<file path="config.mk">
export PLATFORM = sky130hd
export DESIGN_NAME = fetch_stage
export DESIGN_NICKNAME = d
export VERILOG_FILES = /design/src/rtl/fetch_stage.sv
export SDC_FILE = /design/constraint.sdc
export NUM_CORES = 1
export LEC_CHECK = 0
export ABC_AREA = 1
export BUFFER_PORTS_ARGS = -buffer_cell sky130_fd_sc_hd__buf_2
export CAP_MARGIN = 20
export CORE_UTILIZATION = 53
export CTS_CLUSTER_SIZE = 28
export DETAILED_ROUTE_END_ITERATION = 16
export PLACE_DENSITY = 0.9
export SYNTH_ARGS = -nofsm -noshare
export SYNTH_HDL_FRONTEND = slang
export SYNTH_SLANG_ARGS = --single-unit
</file>
<file path="constraint.sdc">
create_clock -name clk -period 4.2 [get_ports clk]
set_input_delay 0.42 -clock clk [delete_from_list [all_inputs] [get_ports clk]]
set_output_delay 0.42 -clock clk [all_outputs]
set_load 0.01 [all_outputs]
</file>
<file path="src/rtl/fetch_stage.sv">
// Instruction fetch stage: PC sequencing with a branch delay slot and redirects, plus a hold buffer for stalls.
// Define FETCH_ADEL_CHECK_EN to flag and suppress misaligned fetches (adel); otherwise any address is read.
module fetch_stage (
  input  logic        clk,
  input  logic        resetn,
  input  logic        stall,
  input  logic        flush,
  input  logic [31:0] flush_pc,
  input  logic        branch_taken,
  input  logic [31:0] branch_target,
  output logic        inst_sram_en,
  output logic [31:0] inst_sram_addr,
  input  logic [31:0] inst_sram_rdata,
  output logic [31:0] pc,
  output logic [31:0] inst,
  output logic        inst_valid,
  output logic        adel
);

  localparam logic [31:0] RESET_PC = 32'hBFC00000;

`ifdef FETCH_ADEL_CHECK_EN
  localparam bit ADEL_CHECK = 1'b1;
`else
  localparam bit ADEL_CHECK = 1'b0;
`endif

  typedef enum logic {
    HOLD_EMPTY = 1'b0,
    HOLD_FULL  = 1'b1
  } hold_state_e;

  function automatic logic misaligned(input logic [1:0] lo);
    return ADEL_CHECK && (lo != 2'b00);
  endfunction

  logic [31:0] f_pc_q, f_pc_d;
  logic [31:0] pc_q, pc_d;
  logic        inst_valid_q, inst_valid_d;
  logic        adel_q, adel_d;
  logic [31:0] hold_inst_q, hold_inst_d;
  hold_state_e hold_state_q, hold_state_d;
  logic        hold_valid;
  logic [31:0] next_pc;

  assign hold_valid = (hold_state_q == HOLD_FULL);

  always_comb begin
    next_pc      = f_pc_q + 32'd4;
    f_pc_d       = f_pc_q;
    pc_d         = pc_q;
    inst_valid_d = inst_valid_q;
    adel_d       = adel_q;
    if (flush) begin
      next_pc = flush_pc;
    end else if (branch_taken) begin
      next_pc = branch_target;
    end

    // A flush beats a stall; during a plain stall the branch input is ignored.
    if (flush) begin
      f_pc_d       = flush_pc;
      inst_valid_d = 1'b0;
      adel_d       = 1'b0;
    end else if (!stall) begin
      f_pc_d       = next_pc;
      pc_d         = f_pc_q;
      inst_valid_d = 1'b1;
      adel_d       = misaligned(f_pc_q[1:0]);
    end
  end

  // The SRAM word for the presented pc is only valid in the first stall cycle, so grab it then.
  always_comb begin
    hold_state_d = hold_state_q;
    hold_inst_d  = hold_inst_q;
    case (hold_state_q)
      HOLD_EMPTY: begin
        if (stall && !flush) begin
          hold_state_d = HOLD_FULL;
          hold_inst_d  = inst_sram_rdata;
        end
      end
      HOLD_FULL: begin
        if (flush || !stall) begin
          hold_state_d = HOLD_EMPTY;
        end
      end
      default: hold_state_d = HOLD_EMPTY;
    endcase
  end

  always_ff @(posedge clk) begin
    if (!resetn) begin
      f_pc_q       <= RESET_PC;
      pc_q         <= RESET_PC;
      inst_valid_q <= 1'b0;
      adel_q       <= 1'b0;
      hold_inst_q  <= 32'h0;
      hold_state_q <= HOLD_EMPTY;
    end else begin
      f_pc_q       <= f_pc_d;
      pc_q         <= pc_d;
      inst_valid_q <= inst_valid_d;
      adel_q       <= adel_d;
      hold_inst_q  <= hold_inst_d;
      hold_state_q <= hold_state_d;
    end
  end

  assign inst_sram_en   = resetn & ~stall & ~misaligned(f_pc_q[1:0]);
  assign inst_sram_addr = f_pc_q;
  assign pc             = pc_q;
  assign inst_valid     = inst_valid_q;
  assign adel           = adel_q;
  assign inst           = (!inst_valid_q || adel_q) ? 32'h0 :
                          (hold_valid ? hold_inst_q : inst_sram_rdata);

endmodule

</file>
Word level (Yosys, flattened, before mapping)
Cells that the tools add are included.
{"block": "op_classes", "n_mux": 8, "n_addsub": 1, "reduce_logical": 7, "eq_ne": 1, "n_bitwise": 5}
{"cell": "2-to-1 mux 32 bit", "n": 5}
{"cell": "adder 32 x 3 -> 32 bit, second input constant", "n": 1}
{"cell": "inverter 1 bit", "n": 4}
{"cell": "AND reduction 2 bit", "n": 2}
{"cell": "zero test 1 bit", "n": 2}
{"cell": "2-to-1 mux 1 bit", "n": 2}
{"cell": "inequality test 2 x 1 -> 1 bit, second input constant", "n": 1}
{"cell": "one-hot mux 1 bit (2 select lines)", "n": 1}
{"cell": "OR reduction 2 bit", "n": 1}
{"cell": "bitwise AND 1 bit", "n": 1}
{"cell": "logical AND 1 bit", "n": 1}
{"cell": "logical OR 1 bit", "n": 1}
{"block": "totals", "regBits": 98, "output_inout_bits": 99, "inputBits": 101}

Logic depth before layout (Yosys ltp)
{"block": "depth", "ltp_word": 4, "depth_mapped": 10, "mapped_depth_nobuf": 10}

Worst setup path after synthesis
No wires, ideal clock.
{"block": "synth_timing", "path_kind": "register to register", "startpoint": "register f_pc_q[2] (netlist: inst_sram_addr[2])", "endpoint": "register f_pc_q[18] (netlist: inst_sram_addr[18])", "setup_slack_ps": 2634, "t_required_ps": 4072, "stages_incl_launch_ff": 9, "arrival_time_ps": 1439, "path_cell_list": "dfxtp_1 -> ha_1 -> nand3_1 -> inv_1 -> nand2_1 -> o21ai_0 -> nand3_1 -> a21oi_1 -> nor2_1"}
{"block": "synth_via", "elab_chain_cells": 4}
{"element": "start: declaration", "line_no": "37", "text": "logic [31:0] f_pc_q, f_pc_d;"}
{"element": "start signal: assignment", "line_no": "102", "text": "f_pc_q <= f_pc_d;"}
{"element": "adder 32 x 3 -> 32 bit", "line_no": "49", "text": "next_pc = f_pc_q + 32'd4;"}
{"element": "2-to-1 mux 32 bit", "line_no": "56", "text": "end else if (branch_taken) begin"}
{"element": "2-to-1 mux 32 bit", "line_no": "65", "text": "end else if (!stall) begin"}
{"element": "2-to-1 mux 32 bit", "line_no": "61", "text": "if (flush) begin"}
No other way between the ends. The select of a mux whose other input is x is not followed.
A chain may end at the register's enable or synchronous reset.

Worst setup path after layout
{"block": "layout_timing", "startpoint": "input flush", "endpoint": "register hold_inst_q[31]"}
{"block": "layout_via", "elab_chain_cells": 3}
{"element": "start: declaration", "line_no": "7", "text": "input logic flush,"}
{"element": "zero test 1 bit", "line_no": "79", "text": "if (stall && !flush) begin"}
{"element": "logical AND 1 bit", "line_no": "79"}
{"element": "AND reduction 2 bit (no source line)"}
{"element": "end signal: assignment", "line_no": "106", "text": "hold_inst_q <= hold_inst_d;"}
{"element": "end: declaration", "line_no": "41", "text": "logic [31:0] hold_inst_q, hold_inst_d;"}
No other way between the ends.

==> results_dict.tcl <==
set metrics [dict create \
    outcome "completed" \
    p_leak_nw 2.93 \
    antenna_found_initial 0 \
    min_path_type "input pin to flop" \
    synth_common_cells "nand2_1, a21oi_1, dfxtp_1, nor2_1, o21ai_0" \
    grtUsageTotal 0.322 \
    skew_ns 0.0190 \
    ys_warn_count 0 \
    overflow 0 \
    dp_slack_ns 1.49 \
    syn_to_final_growth_pct 22.4 \
    setup_viol 0 \
    syn_nets 888 \
    dpl_cell_area_um2 6090 \
    ys_ff_latch 98 \
    antenna_left 0 \
    cts.clk_slew.worst_paths_ns 0.11 \
    arrival_ns 2.71 \
    crit_path_end_kind "flop" \
    grt_pass1_wl_um 25700 \
    wl_per_cell_um 15.0 \
    clock.fmax_mhz 412 \
    finalCritPeriodShare 0.578 \
    yosysTopAreaCellShare 0.382 \
    drt_iter0_markers 369 \
    cts_tree "built" \
    cts-root-buf "clkbuf_8" \
    vias 5879 \
    die_h_um 100 \
    clock_path_buffers 2 \
    cts_max_level 3 \
    worst_setup_path_start_kind "input pin" \
    grt_max_degree 66 \
    die_x_um 100 \
    min_period_ns 2.43 \
    cp_slowest_stage_delay_ns 0.88 \
    synth_edf_count 0 \
    synth-async-reset-ratio 0 \
    drv_slew 0 \
    fin_area_um2 6280 \
    viasPerCell 5.43 \
    postCtsSetupRepairBufs 0 \
    numCtsBuffers 9 \
    cts-resized-gates 0 \
    path_cells "buf_2 -> nor2_8 -> inv_2 -> or2_2 -> o21ai_0 -> a21oi_1" \
    cap_viol_max_count 0 \
    cts.sinks 98 \
    synth_area_leader_cell "dfxtp_1" \
    ioPinCount 200 \
    nNetsFinal 1051 \
    drive_gt1_frac 0.239 \
    gp_congestion 0.943 \
    wl_um 16200 \
    synthTopCellsByArea "dfxtp_1, nand2_1, a21oi_1, o21ai_0, nor2_1" \
    setup_tns_ns 0 \
    grt_pass1_vias 5381 \
    initial_core_util 0.551 \
    finalHoldViolations 0 \
    synth_area_per_cell_um2 6.53 \
    synth_ff_type "dfxtp_1" \
    synthDistinctLibCells 32 \
    crit_path_max_fanout 64 \
    dieArea_um2 10100 \
    dp_cells 1067 \
    n_antenna_cell 0 \
    final_util 0.674 \
    instances_no_fill 1083 \
    yosysMostFrequentCell "nand2_1" \
    hpwl_um 11700 \
    first_pass_iters 5 \
    route.detailed.drc 0 \
    coreArea_um2 9330 \
    path_class "input pin to flop" \
    rsz0062_at_grt "false" \
    seq_area_frac_synth 0.382 \
    syn_inst 786 \
    p_per_area_nw_per_um2 326 \
    postLayoutSetupSlackWorst_ns 1.77 \
    required_ns 4.48 \
    slew-limit-headroom 0.290 \
    row_count 35 \
    port_buffers 198 \
    tightest_slew_ns 1.06 \
    clock_latency_ns 0.37 \
    synth.cell_area_um2 5130 \
    postCtsHoldBufs 0 \
    crit_slowest_cell "or2_2" \
    ir_drop_uv 215 \
]
==> critical path, delay by kind of cell <==
| kind | cells | cell delay [ns] |
|---|---|---|
| AND/OR/NAND/NOR | 2 | 1.04 |
| buffers and inverters | 2 | 0.89 |
| AO/OA/AOI/OAI | 2 | 0.33 |
==> sequential cells by signal, summed over array words and instances, names as in the netlist <==
name / cells
hold_inst_q: 32
hold_state_q: 1
inst_valid: 1
pc: 32
inst_sram_addr: 32
==> cells in the final DEF (no fill, tap or decap), drive strengths merged, types with 5 or more instances in the layout <==
| cell type | instances |
|---|---|
| o211ai | 14 |
| buf | 203 |
| o21ai | 128 |
| clkbuf | 10 |
| inv | 84 |
| nor2 | 101 |
| a31oi | 7 |
| clkinv | 5 |
| nand2 | 143 |
| a221oi | 9 |
| dfxtp | 98 |
| a21oi | 99 |
| nand3 | 37 |
==> logic make-up after synthesis <==
family	Yosys count	synth area share
other	1	0.000730
AOI/OAI and AO/OA	259	0.269
adders and majority gates	1	0.00244
xor gates and xnor gates	3	0.00512
DFF	98	0.382
buffers and inverters	136	0.113
and+or+nand+nor	288	0.228
==> final cells by class <==
cell class / count / area (um2)
Inverter: 85 / 319
Timing Repair Buffer: 203 / 1050
Clock inverter: 6 / 65.1
Clock buffer: 10 / 128
Fill cell: 878 / 3040
Tap cell: 129 / 161
Multi-Input combinational cell: 552 / 2600
Sequential cell: 98 / 1960
==> per-layer routing <==
layer / global-route usage / vias up / part of all wire
li1: - / 2922 / -
met1: 0.413 / 2588 / 0.42
met2: 0.527 / 324 / 0.45
met3: 0.0620 / 45 / 0.091
met4: 0.142 / 0 / 0.036
met5: 0 / - / 0
==> through the flow <==
| step | power [W] | hold WS, ns |
|---|---|---|
| after floorplan | 0.00128 | 0.430 |
| after global placement | 0.00143 | 0.441 |
| after detailed placement | 0.00144 | 0.444 |
| after CTS | 0.00204 | 0.285 |
| after global routing | 0.00213 | 0.288 |
| final | 0.00205 | 0.289 |
==> worst paths after layout <==
kind,start,end,slack (ns),cells after the start
worst max register to register,hold_state_q$_SDFF_PN0_,hold_inst_q[31]$_SDFFE_PN0P_,1.80,3
worst min register to register,hold_inst_q[5]$_SDFFE_PN0P_,hold_inst_q[5]$_SDFFE_PN0P_,0.46,2
worst min-delay path,flush_pc[28],inst_sram_addr[28]$_SDFFE_PN1P_,0.29,3
worst max-delay path,flush,hold_inst_q[31]$_SDFFE_PN0P_,1.77,6
==> power by group <==
group | total [W] | internal, W | switching [W]
combinational | 0.000370 | 0.000145 | 0.000225
sequential | 0.00105 | 0.000993 | 0.0000620
clock | 0.000622 | 0.000277 | 0.000345
total | 0.00205 | 0.00141 | 0.000632
Power figures use the tool's default switching activity.
